<file path="src/rtl/pc_gen_pkg.sv">
// Shared types for the PC generator: XLEN, FSM states, next-PC source select
// and the jump-target alignment helper.
package pc_gen_pkg;

  localparam int unsigned XLEN = 32;

  typedef enum logic [1:0] {
    BOOT,
    RUN,
    HALT
  } pc_state_t;

  typedef enum logic [2:0] {
    SRC_TRAP,
    SRC_REDIRECT,
    SRC_RAS,
    SRC_INC,
    SRC_HOLD
  } pc_src_t;

  function automatic logic [XLEN-1:0] align_target(input logic [XLEN-1:0] addr);
    return {addr[XLEN-1:1], 1'b0};
  endfunction

endpackage

</file>
<file path="src/rtl/pc_gen_if.sv">
// Fetch-side bundle of the PC generator; master is pc_gen, slave is the
// fetch/decode/execute consumer.
interface pc_gen_if;
  import pc_gen_pkg::*;

  logic            fetch_ready;
  logic            compressed;
  logic            trap_en;
  logic [XLEN-1:0] trap_addr;
  logic            redirect_en;
  logic [XLEN-1:0] redirect_addr;
  logic            call;
  logic            ret;
  logic            halt_req;
  logic            fetch_valid;
  logic [XLEN-1:0] curr_pc;
  logic [XLEN-1:0] inc_pc;
  logic [XLEN-1:0] next_pc;
  logic            misalign_err;

  modport master (
    input  fetch_ready, compressed, trap_en, trap_addr, redirect_en,
           redirect_addr, call, ret, halt_req,
    output fetch_valid, curr_pc, inc_pc, next_pc, misalign_err
  );

  modport slave (
    output fetch_ready, compressed, trap_en, trap_addr, redirect_en,
           redirect_addr, call, ret, halt_req,
    input  fetch_valid, curr_pc, inc_pc, next_pc, misalign_err
  );
endinterface

</file>
<file path="src/rtl/pc_gen_ras.sv">
// Return-address stack (module ras): circular buffer with push, pop,
// replace (push+pop), flush; full pushes overwrite the oldest entry.
module ras #(
  parameter int unsigned DEPTH = 4,
  parameter int unsigned WIDTH = 32
) (
  input  logic             clk,
  input  logic             reset_n,
  input  logic             push,
  input  logic             pop,
  input  logic             flush,
  input  logic [WIDTH-1:0] data,
  output logic [WIDTH-1:0] top,
  output logic             empty
);
  localparam int unsigned PW = $clog2(DEPTH);
  localparam int unsigned CW = PW + 1;

  logic [WIDTH-1:0] mem [DEPTH];
  logic [PW-1:0]    ptr;
  logic [PW-1:0]    ptr_inc;
  logic [PW-1:0]    ptr_dec;
  logic [CW-1:0]    count;

  always_comb begin
    ptr_inc = ptr + 1'b1;
    ptr_dec = ptr - 1'b1;
    top     = mem[ptr];
    empty   = (count == '0);
  end

  // Push+pop on an empty stack has nothing to replace, so it behaves as a push.
  always_ff @(posedge clk or negedge reset_n) begin
    if (!reset_n) begin
      ptr   <= '0;
      count <= '0;
      for (int unsigned i = 0; i < DEPTH; i++) mem[i] <= '0;
    end else if (flush) begin
      count <= '0;
    end else if (push && pop && !empty) begin
      mem[ptr] <= data;
    end else if (push) begin
      ptr          <= ptr_inc;
      mem[ptr_inc] <= data;
      if (count != CW'(DEPTH)) count <= count + 1'b1;
    end else if (pop && !empty) begin
      ptr   <= ptr_dec;
      count <= count - 1'b1;
    end
  end

endmodule

</file>
<file path="src/rtl/pc_gen.sv">
// Program-counter generator: BOOT/RUN/HALT sequencing, trap/redirect steering
// and optional return-address stack (enabled by macro PC_GEN_RAS_EN).
module pc_gen
  import pc_gen_pkg::*;
#(
  parameter logic [XLEN-1:0] RESET_VEC = '0,
  parameter int unsigned     RAS_DEPTH = 4
) (
  input  logic     clk,
  input  logic     reset_n,
  pc_gen_if.master bus
);
  pc_state_t       state_q, state_d;
  pc_src_t         src;
  logic [XLEN-1:0] pc_q, pc_d, inc_pc, ras_top;
  logic            misalign_q, misalign_d;
  logic            accept, steer, ras_hit;

  assign bus.fetch_valid  = (state_q == RUN);
  assign bus.curr_pc      = pc_q;
  assign bus.inc_pc       = inc_pc;
  assign bus.next_pc      = pc_d;
  assign bus.misalign_err = misalign_q;

  assign accept = bus.fetch_valid & bus.fetch_ready;
  assign steer  = bus.trap_en | bus.redirect_en;
  assign inc_pc = pc_q + (bus.compressed ? XLEN'(2) : XLEN'(4));

`ifdef PC_GEN_RAS_EN
  logic ras_empty;

  ras #(.DEPTH(RAS_DEPTH), .WIDTH(XLEN)) u_ras (
    .clk     (clk),
    .reset_n (reset_n),
    .push    (accept & bus.call & ~steer),
    .pop     (accept & bus.ret & ~steer),
    .flush   (bus.trap_en),
    .data    (inc_pc),
    .top     (ras_top),
    .empty   (ras_empty)
  );

  assign ras_hit = accept & bus.ret & ~ras_empty;
`else
  localparam int unsigned UNUSED_RAS_DEPTH = RAS_DEPTH;
  logic unused_hints;

  assign unused_hints = bus.call | bus.ret;
  assign ras_top      = inc_pc;
  assign ras_hit      = 1'b0;
`endif

  always_comb begin
    src        = SRC_HOLD;
    pc_d       = pc_q;
    misalign_d = 1'b0;
    if (bus.trap_en)       src = SRC_TRAP;
    else if (bus.redirect_en) src = SRC_REDIRECT;
    else if (ras_hit)      src = SRC_RAS;
    else if (accept)       src = SRC_INC;
    case (src)
      SRC_TRAP: begin
        pc_d       = align_target(bus.trap_addr);
        misalign_d = bus.trap_addr[0];
      end
      SRC_REDIRECT: begin
        pc_d       = align_target(bus.redirect_addr);
        misalign_d = bus.redirect_addr[0];
      end
      SRC_RAS:  pc_d = ras_top;
      SRC_INC:  pc_d = inc_pc;
      default:  pc_d = pc_q;
    endcase
  end

  always_comb begin
    state_d = state_q;
    case (state_q)
      BOOT:    state_d = RUN;
      RUN:     if (accept && bus.halt_req) state_d = HALT;
      HALT:    if (steer) state_d = RUN;
      default: state_d = BOOT;
    endcase
  end

  always_ff @(posedge clk or negedge reset_n) begin
    if (!reset_n) begin
      state_q    <= BOOT;
      pc_q       <= RESET_VEC;
      misalign_q <= 1'b0;
    end else begin
      state_q    <= state_d;
      pc_q       <= pc_d;
      misalign_q <= misalign_d;
    end
  end

endmodule
</file>
<file path="src/flat_wrapper.sv">
// flat-port wrapper written by rule: the top's interface ports become plain ports
module pc_gen_flat import pc_gen_pkg::*;
#(
  parameter logic [XLEN-1:0] RESET_VEC = '0,
  parameter int unsigned     RAS_DEPTH = 4
)
  (clk, reset_n, bus_fetch_ready, bus_compressed, bus_trap_en, bus_trap_addr, bus_redirect_en, bus_redirect_addr, bus_call, bus_ret, bus_halt_req, bus_fetch_valid, bus_curr_pc, bus_inc_pc, bus_next_pc, bus_misalign_err);
  pc_gen_if bus_i ();
  input  logic clk;
  input  logic reset_n;
  input wire logic [$bits(bus_i.fetch_ready)-1:0] bus_fetch_ready;
  input wire logic [$bits(bus_i.compressed)-1:0] bus_compressed;
  input wire logic [$bits(bus_i.trap_en)-1:0] bus_trap_en;
  input wire logic [$bits(bus_i.trap_addr)-1:0] bus_trap_addr;
  input wire logic [$bits(bus_i.redirect_en)-1:0] bus_redirect_en;
  input wire logic [$bits(bus_i.redirect_addr)-1:0] bus_redirect_addr;
  input wire logic [$bits(bus_i.call)-1:0] bus_call;
  input wire logic [$bits(bus_i.ret)-1:0] bus_ret;
  input wire logic [$bits(bus_i.halt_req)-1:0] bus_halt_req;
  output wire logic [$bits(bus_i.fetch_valid)-1:0] bus_fetch_valid;
  output wire logic [$bits(bus_i.curr_pc)-1:0] bus_curr_pc;
  output wire logic [$bits(bus_i.inc_pc)-1:0] bus_inc_pc;
  output wire logic [$bits(bus_i.next_pc)-1:0] bus_next_pc;
  output wire logic [$bits(bus_i.misalign_err)-1:0] bus_misalign_err;
  assign bus_i.fetch_ready = bus_fetch_ready;
  assign bus_i.compressed = bus_compressed;
  assign bus_i.trap_en = bus_trap_en;
  assign bus_i.trap_addr = bus_trap_addr;
  assign bus_i.redirect_en = bus_redirect_en;
  assign bus_i.redirect_addr = bus_redirect_addr;
  assign bus_i.call = bus_call;
  assign bus_i.ret = bus_ret;
  assign bus_i.halt_req = bus_halt_req;
  assign bus_fetch_valid = bus_i.fetch_valid;
  assign bus_curr_pc = bus_i.curr_pc;
  assign bus_inc_pc = bus_i.inc_pc;
  assign bus_next_pc = bus_i.next_pc;
  assign bus_misalign_err = bus_i.misalign_err;
  pc_gen #(.RESET_VEC(RESET_VEC), .RAS_DEPTH(RAS_DEPTH)) u_core (.clk(clk), .reset_n(reset_n), .bus(bus_i));
endmodule
</file>
<file path="config.mk">
export PLATFORM = sky130hd
export DESIGN_NAME = pc_gen_flat
export DESIGN_NICKNAME = d
export VERILOG_FILES = /design/src/rtl/pc_gen_pkg.sv /design/src/rtl/pc_gen_if.sv /design/src/rtl/pc_gen_ras.sv /design/src/rtl/pc_gen.sv /design/src/flat_wrapper.sv
export SDC_FILE = /design/constraint.sdc
export NUM_CORES = 1
export LEC_CHECK = 0
export ABC_CLOCK_PERIOD_IN_PS = 7100
export CAP_MARGIN = 20
export CELL_PAD_IN_SITES_DETAIL_PLACEMENT = 1
export CELL_PAD_IN_SITES_GLOBAL_PLACEMENT = 2
export CORE_MARGIN = 4
export CORE_UTILIZATION = 19
export CTS_CLUSTER_SIZE = 24
export DETAILED_ROUTE_END_ITERATION = 6
export PLACE_DENSITY = 0.76
export SKIP_LAST_GASP = 1
export SLEW_MARGIN = 30
export SYNTH_ARGS = -nofsm -noshare
export SYNTH_HDL_FRONTEND = slang
export SYNTH_SLANG_ARGS = --single-unit
</file>
<file path="constraint.sdc">
create_clock -name clk -period 7.1 [get_ports clk]
set_clock_uncertainty 0.1 [all_clocks]
set_input_delay 2.13 -clock clk [delete_from_list [all_inputs] [get_ports clk]]
set_output_delay 2.13 -clock clk [all_outputs]
set_load 0.01 [all_outputs]
</file>
==> flow_summary_export.csv <==
group,metric,value,unit
run_status,status,"complete, no violations",
sta,period_share,98.6,%
synthesis,yosys.area_share.xor_xnor,9.47,%
route,route.detailed.drc,0,
route,vias,3470,
setup_path,crit_path_start,"bus_compressed",
die,die_area,16600,um2
clock_tree,cts_tree,"done",
setup_path,ff2ff_path_depth,9,
synthesis,yosysTopAreaCell,"dfrtp_1",
placed_design,dp_hpwl,10800,um
setup_path,crit_slowest_cell,"or4_4",
sta,rsz0062_at_grt,"no",
setup_path,crit_type,"input pin to primary output",
sta,setup_viol,0,
die,io_pins,171,
power,p_clk_share,28.1,%
setup_path,cp-end-kind,"primary output",
sta,hold_slack,0.463,ns
sta,slew_viol_final,0,
synthesis,yosysTopAreaCellShare,31.6,%
global_routing,antenna_found_initial,0,
min_path,worstHoldPathType,"flop to flop",
synthesis,ys_warn_count,0,
route,routedWlPerCell,18.8,um
setup_path,required,4.87,ns
power,power_density,164,nW/um2
global_routing,grt_max_degree,38,
setup_path,crit_family,"simple AND/OR/NAND/NOR gates",
synthesis,avgSynthCellArea,8.04,um2
die,rows,43,
route,ant_nets,0,
final_layout,syn_to_final_growth,87.4,%
placed_design,gp_congestion,0.745,
flow_run,maxCapViolCount,0,
route,dr.pass1.iters,4,
sta,period_needed,7.00,ns
power,p_int,566,uW
synthesis,synthFlopType,"dfrtp_1",
placed_design,pre_cts_slack,-0.680,ns
sta,setup_slack,0.103,ns
sta,tightest_slew,0.518,ns
power,leakagePower,0.00212,uW
setup_path,cp_data_arrival_time,4.77,ns
synthesis,synth_compound_area_share,28.4,%
synthesis,ys_seq_area_share,31.6,%
setup_path,critPathLaunchType,"input pin",
route,viasPerCell,4.79,
clock_tree,clk_latency,0.28,ns
synthesis,ys_ff_latch,35,
setup_path,cp_max_fo,5,
clock_tree,htreeDepth,2,
setup_path,reg2reg_from,"u_core.bus.curr_pc[1]",
setup_path,path_depth,10,
synthesis,synth.area.mux_share,0.767,%
final_layout,antenna_cells,0,
setup_path,critPathMaxStageDelay,0.56,ns
power,power_frac_seq,30.8,%
min_path,hp-start,"u_core.state_q[1]",
global_routing,grt_pass1_vias,3836,
route,drt_iter0_drc,107,
final_layout,num-fill-cells,1661,
synthesis,synth_top_family_by_area,"compound AO/OA/AOI/OAI gates",
min_path,whs_path_depth,1,
synthesis,synthSimpleGateAreaFrac,22.4,%
clock_tree,clk_pin_slew,0.06,ns
die,fp.dieH,129,um
synthesis,netlist_area,2770,um2
synthesis,synth_edf_count,0,
power,power,852,uW
synthesis,yosys.area_share.adder,1.62,%
power,swShare,33.6,%
clock_tree,clockBufferDepth,2,
sta,slew_headroom,65.3,%
final_layout,final_area,5200,um2
power,vdd_ir_drop_max,88.9,uV
setup_path,crit_path_frequent_cell,"dlygate4sd2_1",
global_routing,grt-ovfl-total,0,
route,routed_wl,13600,um
synthesis,synth_area_leaders,"dfrtp_1 (32%), xnor2_1 (6.6%), a22oi_1 (6.5%)",
final_layout,fin_nets,620,
global_routing,grt_pass1_wl,21300,um
sta,fmax,0.143,GHz
synthesis,async_reset_ff_share,100,%
synthesis,synth_cell_type_count,53,
die,start_util,19.7,%
die,die_x,129,um
sta,final_hold_viol_count,0,
placed_design,place_area,4940,um2
power,p_comb_share,41.0,%
synthesis,synth_common_cells,"nand2_1 (37), dfrtp_1 (35), a21oi_1 (33)",
global_routing,grt_util_all_layers,16.3,%
power,p_switching,286,uW
synthesis,synthesis.nets,421,
setup_path,crit_buf_inv,3,
die,coreArea,14100,um2
clock_tree,cts_buffers,5,
clock_tree,cts-hold-fix-buffers,0,
clock_tree,cts-root-buf,"clkbuf_16",
synthesis,synthMostInstantiatedCell,"nand2_1",
sta,finalSetupTns,0,ns
placed_design,portBuffers,168,
synthesis,netlist_instances,345,
clock_tree,cts.sinks,35,
setup_path,crit_chain,"dlygate4sd2_1 > ha_2 > inv_1 > fa_2 > nand4b_4 > or4_4 > or3_4 > nor4_4 > nor4_2 > dlygate4sd2_1",
final_layout,layout-drive-gt1-share,15.8,%
[per-layer routing]
metal	part of all wire, %	track usage (%)	wire [um]	vias up
met3	6.4	4.57	879	8
met1	42	19.6	5720	1689
met5	0	0	0	-
met2	51	29.1	6950	108
met4	0.70	3.15	96	0
li1	-	-	-	1665
[stage by stage]
step	std cells	utilization (%)
after floorplan	345	-
after global placement	711	34.7
after detailed placement	713	35.1
after CTS	725	36.8
after global routing	725	36.9
final	725	36.9
[worst paths after layout]
check	slack (ns)	end
worst max-delay path	0.10	bus_next_pc[31]
worst min-delay path	0.46	u_core.state_q[1]
worst max register to register	4.28	u_core.bus.curr_pc[25]
worst min register to register	0.46	u_core.state_q[1]
max in group asynchronous	4.69	u_core.bus.curr_pc[18]
min in group asynchronous	1.65	u_core.state_q[1]
[kinds of logic (layout without fill, tap and decap cells)]
logic type | after synthesis | count (layout)
buffers and inverters | 37 | 237
adders and majority gates | 3 | 3
AOI/OAI and AO/OA | 121 | 121
and+or+nand+nor | 117 | 117
xor gates and xnor gates | 30 | 30
DFF | 35 | 35
muxes | 2 | 2
[power groups by stage]
stage | sequential (uW) | clock (uW) | combinational [uW]
2_1_floorplan | 259 | 0 | 131
3_3_place_gp | 263 | 0 | 349
3_5_place_dp | 265 | 0 | 358
4_1_cts | 263 | 247 | 358
5_1_grt | 269 | 257 | 380
6_report | 263 | 240 | 350
[registers in the layout (all words and copies together) (netlist names)]
| signal | flops |
|---|---|
| u_core.bus.curr_pc | 32 |
| u_core.bus.misalign_err | 1 |
| u_core.state_q | 2 |
[cell type report]
type                    instances  area [um2]  area share, %
repair buffers                215        2060           39.6
flip-flops and latches         35         876           16.9
well taps                     180         225           4.33
inverters                      14        52.6           1.01
clock buffers                   8         156           3.01
multi-input cells             273        1830           35.2
[placed cells by master (no fill, tap or decap), drive strengths merged, types with 4 or more instances in the layout]
cell / count
dlygate4sd2: 13
a21oi: 33
o21ai: 26
dfrtp: 35
nand4: 5
a22o: 7
nor2: 22
a22oi: 24
xnor2: 21
buf: 50
nand2: 37
inv: 14
nor3: 5
clkdlybuf4s50: 147
a31oi: 4
nand3: 12
nor4: 8
clkbuf: 9
a2bb2oi: 11
xor2: 9
or4: 4
[timing repair]
item / in CTS / in global routing
endpoints found under the setup margin: 30 / 8
resized for setup: 36 / 7
pin swaps: 4 / 1
buffers inserted: 4 / 0
Note: power is estimated with default switching activity, not from simulation.
